### src/rtl/lzc_pkg.sv
// lzc_pkg: shared types for the streaming leading-count block.
// State encoding for the frame FSM plus the POL and MODE input encodings.
package lzc_pkg;

  typedef enum logic [1:0] {
    IDLE  = 2'd0,
    ACCUM = 2'd1,
    DONE  = 2'd2
  } lzc_state_t;

  // POL: which bit value forms the run being counted
  localparam logic POL_ZEROS = 1'b0;
  localparam logic POL_ONES  = 1'b1;

  // MODE: 1 ends the frame at the first word holding a breaking bit
  localparam logic MODE_EARLY = 1'b1;

endpackage

### src/rtl/lzc_stream_if.sv
// lzc_stream_if: frame-input and result-output handshake bundle.
// Optional macro LZC_FIRST_IDX_EN adds the FIRST_IDX result field.
interface lzc_stream_if #(
  parameter int WIDTH     = 8,
  parameter int MAX_WORDS = 64
);
  localparam int NW_W  = $clog2(MAX_WORDS + 1);
  localparam int CNT_W = $clog2(WIDTH * MAX_WORDS + 1);
`ifdef LZC_FIRST_IDX_EN
  localparam int IDX_W = (MAX_WORDS > 1) ? $clog2(MAX_WORDS) : 1;
`endif

  // input side: per-frame configuration and word stream
  logic             MODE;
  logic             POL;
  logic [NW_W-1:0]  NWORDS;
  logic             IVALID;
  logic             IREADY;
  logic [WIDTH-1:0] DATA;

  // output side: frame result
  logic             OVALID;
  logic             OREADY;
  logic [CNT_W-1:0] COUNT;
  logic             ALL_SAME;
`ifdef LZC_FIRST_IDX_EN
  logic [IDX_W-1:0] FIRST_IDX;
`endif

`ifdef LZC_FIRST_IDX_EN
  modport master (
    output MODE, POL, NWORDS, IVALID, DATA, OREADY,
    input  IREADY, OVALID, COUNT, ALL_SAME, FIRST_IDX
  );
  modport slave (
    input  MODE, POL, NWORDS, IVALID, DATA, OREADY,
    output IREADY, OVALID, COUNT, ALL_SAME, FIRST_IDX
  );
`else
  modport master (
    output MODE, POL, NWORDS, IVALID, DATA, OREADY,
    input  IREADY, OVALID, COUNT, ALL_SAME
  );
  modport slave (
    input  MODE, POL, NWORDS, IVALID, DATA, OREADY,
    output IREADY, OVALID, COUNT, ALL_SAME
  );
`endif

endinterface

### src/rtl/lzc_word.sv
// lzc_word: single-word leading-run priority encoder.
// lz counts MSB-first bits equal to POL; lz == WIDTH when no breaking bit exists.
module lzc_word
  import lzc_pkg::*;
#(
  parameter  int WIDTH = 8,
  localparam int LZ_W  = $clog2(WIDTH + 1)
) (
  input  logic [WIDTH-1:0] DATA,
  input  logic             POL,
  output logic [LZ_W-1:0]  lz,
  output logic             has_break
);

  // breaking bits become ones, so the job reduces to a leading-zero count
  logic [WIDTH-1:0] brk;

  assign brk       = (POL == POL_ONES) ? ~DATA : DATA;
  assign has_break = |brk;

  // priority encode: scanning upward, the most significant breaking bit is the last to write
  always_comb begin
    lz = LZ_W'(WIDTH);
    for (int i = 0; i < WIDTH; i++) begin
      if (brk[i]) lz = LZ_W'(WIDTH - 1 - i);
    end
  end

endmodule

### src/rtl/lzc_stream.sv
// lzc_stream: streaming leading-zero/leading-one counter over a multi-word frame.
// Optional macro LZC_FIRST_IDX_EN adds FIRST_IDX, the index of the first breaking word.
module lzc_stream
  import lzc_pkg::*;
#(
  parameter int WIDTH     = 8,
  parameter int MAX_WORDS = 64
) (
  input logic         CLK,
  input logic         RST_N,
  lzc_stream_if.slave bus
);

  localparam int NW_W  = $clog2(MAX_WORDS + 1);
  localparam int CNT_W = $clog2(WIDTH * MAX_WORDS + 1);
  localparam int LZ_W  = $clog2(WIDTH + 1);
`ifdef LZC_FIRST_IDX_EN
  localparam int IDX_W = (MAX_WORDS > 1) ? $clog2(MAX_WORDS) : 1;
`endif

  lzc_state_t       state_reg, state_next;
  logic [CNT_W-1:0] acc_reg, acc_next;
  logic [NW_W-1:0]  words_reg, words_next;
  logic [NW_W-1:0]  nwords_reg, nwords_next;
  logic             found_reg, found_next;
  logic             mode_reg, mode_next;
  logic             pol_reg, pol_next;
  logic [CNT_W-1:0] count_reg, count_next;
  logic             all_same_reg, all_same_next;
  logic             iready_reg;
  logic             ovalid_reg;
`ifdef LZC_FIRST_IDX_EN
  logic [IDX_W-1:0] idx_reg, idx_next;
`endif

  logic             beat;
  logic             word_pol;
  logic [LZ_W-1:0]  lz;
  logic             has_break;
  logic             end_frame;
  logic [NW_W-1:0]  nwords_norm;

  assign beat = bus.IVALID && iready_reg;

  // the first beat of a frame uses the live POL; later beats use the latched one
  assign word_pol = (state_reg == IDLE) ? bus.POL : pol_reg;

  // out-of-range frame lengths fall back to the maximum
  assign nwords_norm = ((bus.NWORDS == '0) || (bus.NWORDS > NW_W'(MAX_WORDS)))
                     ? NW_W'(MAX_WORDS) : bus.NWORDS;

  lzc_word #(
    .WIDTH (WIDTH)
  ) u_word (
    .DATA      (bus.DATA),
    .POL       (word_pol),
    .lz        (lz),
    .has_break (has_break)
  );

  // next-state and datapath update for each accepted word
  always_comb begin
    state_next    = state_reg;
    acc_next      = acc_reg;
    words_next    = words_reg;
    nwords_next   = nwords_reg;
    found_next    = found_reg;
    mode_next     = mode_reg;
    pol_next      = pol_reg;
    count_next    = count_reg;
    all_same_next = all_same_reg;
    end_frame     = 1'b0;
`ifdef LZC_FIRST_IDX_EN
    idx_next      = idx_reg;
`endif
    unique case (state_reg)
      IDLE: begin
        if (beat) begin
          nwords_next = nwords_norm;
          mode_next   = bus.MODE;
          pol_next    = bus.POL;
          acc_next    = CNT_W'(lz);
          words_next  = NW_W'(1);
          found_next  = has_break;
`ifdef LZC_FIRST_IDX_EN
          idx_next    = '0;
`endif
          end_frame   = (nwords_norm == NW_W'(1)) ||
                        ((bus.MODE == MODE_EARLY) && has_break);
          state_next  = end_frame ? DONE : ACCUM;
        end
      end
      ACCUM: begin
        if (beat) begin
          words_next = words_reg + 1'b1;
          // once the run is broken, later words no longer contribute
          if (!found_reg) acc_next = acc_reg + CNT_W'(lz);
          found_next = found_reg | has_break;
`ifdef LZC_FIRST_IDX_EN
          if (!found_reg && has_break) idx_next = IDX_W'(words_reg);
`endif
          end_frame  = (words_next == nwords_reg) ||
                       ((mode_reg == MODE_EARLY) && found_next);
          if (end_frame) state_next = DONE;
        end
      end
      DONE: begin
        // OVALID is high for the whole of DONE, so OREADY alone completes the handshake
        if (bus.OREADY) state_next = IDLE;
      end
      default: state_next = IDLE;
    endcase
    if (end_frame) begin
      count_next    = acc_next;
      all_same_next = !found_next;
    end
  end

  // state, accumulator and registered outputs; reset aborts any frame in flight
  always_ff @(posedge CLK or negedge RST_N) begin
    if (!RST_N) begin
      state_reg    <= IDLE;
      acc_reg      <= '0;
      words_reg    <= '0;
      nwords_reg   <= '0;
      found_reg    <= 1'b0;
      mode_reg     <= 1'b0;
      pol_reg      <= 1'b0;
      count_reg    <= '0;
      all_same_reg <= 1'b0;
      iready_reg   <= 1'b0;
      ovalid_reg   <= 1'b0;
`ifdef LZC_FIRST_IDX_EN
      idx_reg      <= '0;
`endif
    end else begin
      state_reg    <= state_next;
      acc_reg      <= acc_next;
      words_reg    <= words_next;
      nwords_reg   <= nwords_next;
      found_reg    <= found_next;
      mode_reg     <= mode_next;
      pol_reg      <= pol_next;
      count_reg    <= count_next;
      all_same_reg <= all_same_next;
      // handshake flags are registered so IREADY stays low until the first edge after reset
      iready_reg   <= (state_next != DONE);
      ovalid_reg   <= (state_next == DONE);
`ifdef LZC_FIRST_IDX_EN
      idx_reg      <= idx_next;
`endif
    end
  end

  assign bus.IREADY   = iready_reg;
  assign bus.OVALID   = ovalid_reg;
  assign bus.COUNT    = count_reg;
  assign bus.ALL_SAME = all_same_reg;
`ifdef LZC_FIRST_IDX_EN
  assign bus.FIRST_IDX = idx_reg;
`endif

endmodule

### src/flat_wrapper.sv
// flat-port wrapper written by rule: the top's interface ports become plain ports
module lzc_stream_flat import lzc_pkg::*;
#(
  parameter int WIDTH     = 8,
  parameter int MAX_WORDS = 64
)
  (CLK, RST_N, bus_MODE, bus_POL, bus_NWORDS, bus_IVALID, bus_DATA, bus_OREADY, bus_IREADY, bus_OVALID, bus_COUNT, bus_ALL_SAME);
  lzc_stream_if #(.WIDTH(WIDTH), .MAX_WORDS(MAX_WORDS)) bus_i ();
  input logic CLK;
  input logic RST_N;
  input wire logic [$bits(bus_i.MODE)-1:0] bus_MODE;
  input wire logic [$bits(bus_i.POL)-1:0] bus_POL;
  input wire logic [$bits(bus_i.NWORDS)-1:0] bus_NWORDS;
  input wire logic [$bits(bus_i.IVALID)-1:0] bus_IVALID;
  input wire logic [$bits(bus_i.DATA)-1:0] bus_DATA;
  input wire logic [$bits(bus_i.OREADY)-1:0] bus_OREADY;
  output wire logic [$bits(bus_i.IREADY)-1:0] bus_IREADY;
  output wire logic [$bits(bus_i.OVALID)-1:0] bus_OVALID;
  output wire logic [$bits(bus_i.COUNT)-1:0] bus_COUNT;
  output wire logic [$bits(bus_i.ALL_SAME)-1:0] bus_ALL_SAME;
  assign bus_i.MODE = bus_MODE;
  assign bus_i.POL = bus_POL;
  assign bus_i.NWORDS = bus_NWORDS;
  assign bus_i.IVALID = bus_IVALID;
  assign bus_i.DATA = bus_DATA;
  assign bus_i.OREADY = bus_OREADY;
  assign bus_IREADY = bus_i.IREADY;
  assign bus_OVALID = bus_i.OVALID;
  assign bus_COUNT = bus_i.COUNT;
  assign bus_ALL_SAME = bus_i.ALL_SAME;
  lzc_stream #(.WIDTH(WIDTH), .MAX_WORDS(MAX_WORDS)) u_core (.CLK(CLK), .RST_N(RST_N), .bus(bus_i));
endmodule
### config.mk
export PLATFORM = sky130hd
export DESIGN_NAME = lzc_stream_flat
export DESIGN_NICKNAME = d
export VERILOG_FILES = /design/src/rtl/lzc_pkg.sv /design/src/rtl/lzc_stream_if.sv /design/src/rtl/lzc_word.sv /design/src/rtl/lzc_stream.sv /design/src/flat_wrapper.sv
export SDC_FILE = /design/constraint.sdc
export NUM_CORES = 1
export LEC_CHECK = 0
export BUFFER_PORTS_ARGS = -buffer_cell sky130_fd_sc_hd__buf_2
export CELL_PAD_IN_SITES_DETAIL_PLACEMENT = 0
export CELL_PAD_IN_SITES_GLOBAL_PLACEMENT = 1
export CORE_ASPECT_RATIO = 0.7
export CORE_MARGIN = 2
export CORE_UTILIZATION = 40
export DETAILED_ROUTE_END_ITERATION = 7
export PLACE_DENSITY_LB_ADDON = 0.1
export SYNTH_ARGS = -nofsm -noshare
export SYNTH_HDL_FRONTEND = slang
export SYNTH_SLANG_ARGS = --single-unit
export TNS_END_PERCENT = 50
### constraint.sdc
create_clock -name CLK -period 2.8 [get_ports CLK]
set_input_delay 0 -clock CLK [delete_from_list [all_inputs] [get_ports CLK]]
set_output_delay 0 -clock CLK [all_outputs]
set_load 0.01 [all_outputs]
# Word level (Yosys, flattened, before mapping)
# Cells that the tools add are included.
# op_classes
magnitude_cmp	1
reduce_logical	13
eq_ne	8
add_sub_neg	2
bitwise	2
n_mux	30
# op_table
operator	count
$mux W4	8
$mux W10	3
$mux W7	3
$pmux W10 S2	1
$pmux W7 S2	1
$add A10 B4 Y10	1
$mux W2	5
$mux W8	1
$not A8 Y8	1
$reduce_or A8 Y1	1
$add A7 B1 Y7 const B	1
$eq A7 B1 Y1 const B	1
$eq A7 B7 Y1	1
$gt A7 B7 Y1 const B	1
$logic_not A7 Y1	1
$pmux W2 S3	1
$mux W1	5
$eq A2 B2 Y1 const B	2
$ne A2 B1 Y1 const B	2
$pmux W1 S2	2
$logic_and A1 B1 Y1	3
$logic_or A1 B1 Y1	3
$reduce_and A3 Y1	1
$eq A2 B1 Y1 const B	1
6 further kinds	6
# totals
word_cells	67
reg_bits	42

# Logic depth before layout (Yosys ltp)
# Gate-level depths: netlist of run 1.
# logic_depth
word_depth	15
ltp_mapped	14
ltp_nobuf	13

# Hierarchy
# A second synthesis of run 1 with hierarchy kept.
# unflattened
hier_cells	267
hier_area_um2	2528.7
# by_module_without_submodules
module	area_each_um2	instances	seq_area_each_um2	cells_per_inst
lzc_stream	2329.7	1	1051.0	234
lzc_word	198.9	1	0.0	33

# Worst setup path after synthesis of run 1
# Ideal clock, no wire load.
# synth_path
path_kind	register -> register
from	register u_core.state_reg[0]
to	register u_core.count_reg[3] (netlist: u_core.bus.COUNT[3])
required_time_ns	2.675
arrival_ns	2.937
stages_incl_launch_ff	13
setup_time_ns	0.125
setup_slack_ns	-0.262
n_path_buf	2
path_cell_list	dfrtp_1 > buf_6 > or3b_1 > and2_1 > buf_2 > o31ai_1 > ha_1 > a21o_1 > a21oi_1 > xnor2_1 > o22ai_1 > a31o_2 > mux2_4
# synth_between
elab_chain_len	15
elab_cells_between_ends	26
# synth_rtl
element	line	rtl
from (decl)	lzc_stream.sv:21	lzc_state_t state_reg, state_next;
from (signal assigned)	lzc_stream.sv:137	state_reg <= state_next;
$logic_not A2 Y1	lzc_stream.sv:46, lzc_stream.sv:76	
$mux W1	lzc_stream.sv:46	assign word_pol = (state_reg == IDLE) ? bus.POL : pol_reg;
$mux W8	lzc_word.sv:18	assign brk = (POL == POL_ONES) ? ~DATA : DATA;
$mux W4 (8 in a row)	lzc_word.sv:25	if (brk[i]) lz = LZ_W'(WIDTH - 1 - i);
$add A10 B4 Y10	lzc_stream.sv:97	if (!found_reg) acc_next = acc_reg + CNT_W'(lz);
$mux W10	lzc_stream.sv:97	
$mux W10	lzc_stream.sv:94	if (beat) begin
$pmux W10 S2 *	lzc_stream.sv:76	unique case (state_reg)
via u_core.acc_next[3]	lzc_stream.sv:22	logic [CNT_W-1:0] acc_reg, acc_next;
to (signal assigned)	lzc_stream.sv:144	count_reg <= count_next;
to (decl)	lzc_stream.sv:28	logic [CNT_W-1:0] count_reg, count_next;
# The timed path passes the listed nets; every way through them passes the cells marked *.
# A chain may end at the register's enable or synchronous reset.

# Worst setup path after layout of run 1
# Ends and elaborated chain as after synthesis.

==> metrics.md, run 1 <==
| Metric | Value |
|---|---|
| Measured slew at the worst slew-check pin | 0.9446 ns |
| Cell count after synthesis | 245 |
| Chip height | 68.81 um |
| First-pass GRT wire length | 9.232 mm |
| NetSw | 0.9995 mW |
| Final Wtd Congestion | 0.7757 |
| Largest net degree at the start of global routing | 43 |
| Post-DRT Antenna Nets | 0 |
| Io pins | 34 |
| Clock Skew | 0.006324 ns |
| Peak supply drop | 0.3311 mV |
| Period utilization | 99.16% |
| Internal power | 1.597 mW |
| Setup CP Type | flip-flop to flip-flop |
| Crit path time final | 2.776 ns |
| Worst Setup Start Kind | flip-flop |
| Synthesized area | 0.002400 mm2 |
| Switch share | 38.49% |
| Reg clk slew, reported paths | 0.08 ns |
| Status | complete, no violations |
| Residual DRC | 0 |
| TritonCTS clock tree | yes |
| Post-Syn Nets | 272 |
| Die W | 96.58 um |
| Final Hold Fails | 0 |
| Drt first pass iters | 4 |
| Hold Slack | 0.02392 ns |
| Seq/Total Area, Yosys | 43.80% |
| Clock power frac | 18.4% |
| Worst hold path class | primary input to flip-flop |
| Critical path fanouts, max | 6 |
| Fin util | 51.26% |
| CTS max path bufs | 2 |
| Sequential fraction of design power | 37.5% |
| Total CTS buffers | 5 |
| Synth Flop Type | dfrtp_1 |
| Leak | 1.383 nW |
| Starting Density | 41.70% |
| Post-CTS Setup Inserts | 0 |
| Synth warn | 0 |
| Async SR Flop Fraction | 100.0% |
| Layout cells sized above 1 | 27.36% |
| Vias/cell | 5.108 |
| Fill cells | 570 |
| Final setup fails | 0 |
| Logic pwr share | 44.2% |
| Area delta synth->final | 22.94% |
| Commonest non-fill, non-tap cells in the layout | 42 x dfrtp_1, 35 x nand2_1, 33 x buf_2 |
| Initial antenna violation count | 0 |
| DRT Wirelength | 5.406 mm |
| Placed Cells | 356 |
| Final nets | 322 |
| Detailed placer's ending HPWL | 4.004 mm |
| RSZ-0062 raised after global routing | yes |
| Post-route insts no fill | 371 |
| Final Max Tran Viols | 0 |
| Vias in the first global route | 1828 |
| Die ar. | 0.006645 mm2 |
| Synthesized area per cell | 9.795 um2 |
| Grt ovf | 0 |
| Wire length per cell | 14.57 um |
| Site Rows | 23 |
| Critical Path End Type | flip-flop |
| Clk root buf | clkbuf_8 |
| P per Cell Area | 880.1 mW/mm2 |
| Fmax achieved | 0.3602 GHz |
| Cell variety after synth | 50 |
| Number of synthesized flops with an enable pin | 0 |
| Area of the core | 0.005756 mm2 |
| Port Buf Inserts | 33 |
| Antenna diodes | 0 |
| Clock sinks | 42 |
| Slew HR | 37.03% |
| Data arrival, critical path | 2.95 ns |
| Max_cap viols | 0 |
| Most common cell after layout, fill and taps aside | dfrtp_1 |
| H-tree depth | 2 |
| Vias | 1895 |
| Clk_lat worst skew | 0.29 ns |
| Number of DRC markers in iteration 0 | 77 |
| CP required | 2.98 ns |
| Seq cells post-synth | 42 |
| Gr usage total | 18.85% |
synthesized netlist by cell type (all sizes together), types with 2 or more instances:
master,n,area [um2]
or4,2,15.01
a21oi,9,45.04
nand2,35,131.4
clkbuf,6,22.52
o21bai,3,22.52
inv,9,33.78
dfrtp,42,1051
o21ai,26,130.1
buf,3,27.52
xor2,3,26.28
nor4,2,12.51
nor2,11,41.29
o22ai,3,18.77
xnor2,7,61.31
a2111oi,2,30.03
o31ai,5,42.54
ha,5,62.56
nand2b,7,43.79
o311ai,2,17.52
nand3b,2,15.01
nand3,6,42.54
mux2,10,146.4
and2,2,12.51
a21o,5,37.54
mux2i,8,80.08
a31oi,4,31.28
nand4,3,18.77
nor3,6,30.03
and3,2,12.51
metal layers:
layer / vias to the layer above / global-route usage (%) / part of all wire (%)
met5: - / 0 / 0
met3: 4 / 3.587 / 3.8
met4: 0 / 5.810 / 1.1
met1: 867 / 31.00 / 60
li1: 980 / - / -
met2: 44 / 24.05 / 35
metrics by stage:
step           setup TNS, ns  cell area (um2)  setup slack, ns  power, mW
3_5_place_dp               0             2743         0.005786      2.106
6_report                   0             2950          0.02351      2.597
2_1_floorplan              0             2437          0.01513      1.780
5_1_grt              -0.3406             2950         -0.09077      2.844
4_1_cts             -0.01693             2925         -0.01168      2.604
3_3_place_gp               0             2743          0.04242      2.101
power groups by stage:
stage	clock, mW	sequential (mW)	combinational [mW]
after floorplan	0	0.955	0.825
after global placement	0	0.978	1.12
after detailed placement	0	0.982	1.12
after CTS	0.491	0.973	1.14
after global routing	0.516	1.01	1.32
final	0.477	0.973	1.15
critical path, stage by stage (launching register included):
cell	delay, ns
dfrtp_1	0.41
or3b_4	0.42
and2_4	0.18
o31ai_4	0.30
ha_1	0.28
a21o_1	0.16
a21oi_2	0.21
xnor2_1	0.14
o22ai_1	0.10
a31o_2	0.23
mux2_4	0.25
final timing paths:
| check | start | to | slack [ns] | cells after the start |
|---|---|---|---|---|
| max in group asynchronous | RST_N | u_core.bus.COUNT[9] | 1.82 | 2 |
| worst max-delay path | u_core.state_reg[0] | u_core.bus.COUNT[3] | 0.02 | 10 |
| worst min-delay path | bus_NWORDS[6] | u_core.nwords_reg[6] | 0.02 | 3 |
| worst max register to register | u_core.state_reg[0] | u_core.bus.COUNT[3] | 0.02 | 10 |
| min in group asynchronous | RST_N | u_core.nwords_reg[4] | 0.39 | 2 |
| worst min register to register | u_core.mode_reg | u_core.mode_reg | 0.48 | 2 |
layout make-up:
| cell class | instances | area (um2) | share of cell area, % |
|---|---|---|---|
| tap | 75 | 93.84 | 3.181 |
| timing repair buffer | 52 | 337.8 | 11.45 |
| multi-input combinational | 185 | 1324 | 44.87 |
| sequential | 42 | 1051 | 35.62 |
| clock inverter | 2 | 37.54 | 1.272 |
| clock buffer | 6 | 72.57 | 2.460 |
| inverter | 9 | 33.78 | 1.145 |
repair_timing:
| item | 4_1_cts | 5_1_grt |
|---|---|---|
| hold endpoints to repair | 48 | 0 |
| resized for setup | 1 | 8 |
| hold buffers | 7 | 0 |
| setup endpoints to repair | 2 | 11 |
| gates cloned | 0 | 0 |
| pin swaps | 0 | 4 |
kinds of logic after synthesis:
family,after synthesis,synth area share (%)
AOI/OAI and AO/OA,66,18.40
xor gates and xnor gates,10,3.650
adders and majority gates,6,3.441
buffers and inverters,18,3.493
DFF,42,43.80
muxes,18,9.437
and+or+nand+nor,85,17.78
(Power assumes the default switching activity.)
==> run 2, diff against run 1 <==
Settings changed: ABC_AREA set to 1, CORE_UTILIZATION 40 to 38.
==> metrics.md, run 2 <==
| Metric | Value |
|---|---|
| Status | complete, no violations |
| DRT Wirelength | 6.239 mm (+15%) |
| Die ar. | 0.007271 mm2 (+9.4%) |
| Clk_lat worst skew | 0.30 ns (about the same) |
| Period utilization | 96.32% (-2.8 points) |
| Io pins | 34 (unchanged) |
| Clock sinks | 42 (unchanged) |
| P per Cell Area | 907.2 mW/mm2 (+3.1%) |
| First-pass GRT wire length | 10.18 mm (+10%) |
| RSZ-0062 raised after global routing | yes |
| Worst Setup Start Kind | flip-flop |
| Wire length per cell | 13.59 um (-6.7%) |
| Fmax achieved | 0.3708 GHz (+3.0%) |
| Placed Cells | 440 (+24%) |
| TritonCTS clock tree | yes |
| Fill cells | 620 (+8.8%) |
| Reg clk slew, reported paths | 0.10 ns (+0.02 ns) |
| Antenna diodes | 0 (unchanged) |
| CP required | 3.04 ns (+0.06 ns) |
| Yosys top cell area share | 41.94% (-1.9 points) |
| Post-Syn Nets | 348 (+28%) |
| Most common cell on crit path | nand2_1 |
| Top cell type by total area after synthesis | dfrtp_1 |
| Cell variety after synth | 32 (-36%) |
| Slew HR | 35.92% (-1.1 points) |
| Synth Flop Type | dfrtp_1 |
| Final setup fails | 0 (unchanged) |
| Vias/cell | 4.850 (-5.1%) |
| Slowest stage cell, crit path | dfrtp_1 |
| Grt ovf | 0 (unchanged) |
| Gr usage total | 18.20% (-0.65 points) |
| Layout cells sized above 1 | 29.92% (+2.6 points) |
| Commonest non-fill, non-tap cells in the layout | 82 x nand2_1, 42 x dfrtp_1, 39 x nand3_1 |
| Fin util | 50.26% (-1.0 points) |
| Final Max Tran Viols | 0 (unchanged) |
| Pre-CTS WS | -0.03865 ns (-0.04443 ns) |
| Clk root buf | clkbuf_8 |
| Synth area leaders | dfrtp_1 42%, nand2_1 14%, nand3_1 8.6% |
| Seq cells post-synth | 42 (unchanged) |
| Synthesized area | 0.002506 mm2 (+4.4%) |
| Vias | 2226 (+17%) |
| Area of the core | 0.006306 mm2 (+9.6%) |
| Hold Slack | 0.02152 ns (-0.002393 ns) |
| Worst hold path class | primary input to flip-flop |
| Residual DRC | 0 (unchanged) |
| Starting Density | 39.74% (-2.0 points) |
| Final setup margin | 0.1031 ns (+0.07958 ns) |
| Data arrival, critical path | 2.94 ns (about the same) |
| Die W | 101.1 um (+4.6%) |
| Final Hold Fails | 0 (unchanged) |
| Async SR Flop Fraction | 100.0% (unchanged) |
| Clock Skew | 0.01196 ns (+0.005635 ns) |
| Vias in the first global route | 2037 (+11%) |
| Largest net degree at the start of global routing | 43 (unchanged) |
| Total CTS buffers | 5 (unchanged) |
| GR Util met2 | 22.52% (-1.5 points) |
| Met3 Use GR | 4.624% (+1.0 points) |
| Port Buf Inserts | 33 (unchanged) |
| Max_cap viols | 0 (unchanged) |
| CTS max path bufs | 2 (unchanged) |
| Detailed placer's ending HPWL | 4.631 mm (+16%) |
| Critical path fanouts, max | 6 (unchanged) |
| Setup CP Type | flip-flop to flip-flop |
| Initial antenna violation count | 0 (unchanged) |
| Final nets | 407 (+26%) |
| Site Rows | 24 (+4.3%) |
| CP Buf/Inv Count | 0 (unchanged) |
| Number of DRC markers in iteration 0 | 123 (+60%) |
| TNS Setup | 0 ns (unchanged) |
| H-tree depth | 2 (unchanged) |
| Seq/Total Area, Yosys | 41.94% (-1.9 points) |
| Synthesized area per cell | 7.807 um2 (-20%) |
| Met1 Use GR | 30.87% (-0.13 points) |
| Post-route insts no fill | 459 (+24%) |
| Drt first pass iters | 4 (unchanged) |
| Chip height | 71.95 um (+4.6%) |
| Critical Path End Type | flip-flop |
| Synth warn | 0 (unchanged) |
| Most common cell after layout, fill and taps aside | nand2_1 |
| Peak supply drop | 0.4340 mV (+31%) |
| Final Wtd Congestion | 0.8557 (+10%) |
| Slowest stage delay, CP | 0.44 ns (+0.02 ns) |
| Crit path time final | 2.697 ns (-0.07958 ns) |
| Top cells by count, synth | 91 x nand2_1, 43 x nand3_1, 42 x dfrtp_1, 38 x inv_1, 16 x o21ai_0 |
| Measured slew at the worst slew-check pin | 0.9612 ns (+0.01657 ns) |
| Number of synthesized flops with an enable pin | 0 (unchanged) |
| Gr busiest metal | met1 |
| Count leader, synth | nand2_1 |
| Critical-path cell list | nor2_4 > nand2_4 > nand3_1 > nand2_2 > nand2_1 > nand2_1 > nand2_1 > nand2_1 > nand2_2 > a21boi_2 > ha_2 > fa_2 > a21oi_2 > o21ai_2 > and3_4 > nand4_1 > nand3_1 > o21ai_2 > nand2_1 > nand2_1 |
| CP top delay family | simple AND/OR/NAND/NOR gates |
| Area delta synth->final | 26.46% |
| Cell count after synthesis | 321 (+31%) |
| Post-DRT Antenna Nets | 0 (unchanged) |
| Leak | 1.659 nW (+20%) |
-- run 2: cell types whose count changed in the layout (fill, tap and decap cells not counted), sizes merged, moves of 7 or more --
cell,previous run,this run
nand3,6,44
mux2,10,0
o21ai,26,18
nand2,35,109
inv,9,42
mux2i,8,0
nand2b,7,0
nor2,11,19
-- run 2: worst paths after layout --
path                                           from  cells after the start  slack [ns]                   end
worst max register to register  u_core.state_reg[0]                     20        0.10   u_core.bus.COUNT[8]
worst min-delay path                  bus_NWORDS[1]                      3        0.02  u_core.nwords_reg[1]
max in group asynchronous                     RST_N                      2        1.81   u_core.bus.COUNT[1]
worst max-delay path            u_core.state_reg[0]                     20        0.10   u_core.bus.COUNT[8]
min in group asynchronous                     RST_N                      2        0.39   u_core.words_reg[4]
worst min register to register  u_core.bus.COUNT[9]                      2        0.47   u_core.bus.COUNT[9]
-- run 2: final cells by class --
class	count	area (um2)	area share, %
clock inverters	3	48.80	1.540
clock buffers	5	68.82	2.171
inverters	41	153.9	4.856
multi-input cells	233	1386	43.74
well taps	78	97.59	3.079
flip-flops and latches	42	1051	33.16
repair buffers	57	362.8	11.45
-- run 2: repair_timing --
action / in CTS / in global routing
hold buffers: 7 / 0
endpoints found under the setup margin: 5 / 12
endpoints found under the hold margin: 48 / 0
pin swaps: 1 / 8
gates resized for setup: 4 / 33
buffers inserted: 0 / 4
-- run 2: worst min-delay path: cells and delay by family --
family	cells	cell delay (ns)
buffers and inverters	1	0.09
AO/OA/AOI/OAI	1	0.09
AND/OR/NAND/NOR	1	0.10
-- run 2: cell families (layout without fill, tap and decap cells) --
logic type | count (synthesis) | count (layout) | synth area share [%]
AND/OR/NAND/NOR | 184 | 184 | 35.60
adder cells (fa/ha/maj) | 6 | 6 | 3.295
buffers and inverters | 46 | 106 | 7.539
XOR/XNOR | 9 | 9 | 3.695
flip-flops | 42 | 42 | 41.94
AO/OA/AOI/OAI | 34 | 34 | 7.938
-- run 2: per-stage QoR --
stage,area [um2],total power [mW]
2_1_floorplan,2506,1.850
3_3_place_gp,2831,2.249
3_5_place_dp,2831,2.243
4_1_cts,3019,2.768
5_1_grt,3169,3.127
6_report,3169,2.875
-- run 2: power by group --
group	leakage [nW]	internal [mW]	switching, mW	total [mW]
Clock	0.0563	0.272	0.238	0.510
Combinational	1.05	0.555	0.930	1.48
Sequential	0.555	0.757	0.123	0.880
-- run 2: routing by layer --
| metal | part of all wire (%) | routed length (um) | vias up |
|---|---|---|---|
| met4 | 0.71 | 44 | 0 |
| met2 | 36 | 2223 | 57 |
| met5 | 0 | 0 | - |
| met3 | 6.6 | 414 | 5 |
| met1 | 57 | 3555 | 1010 |
| li1 | - | - | 1154 |
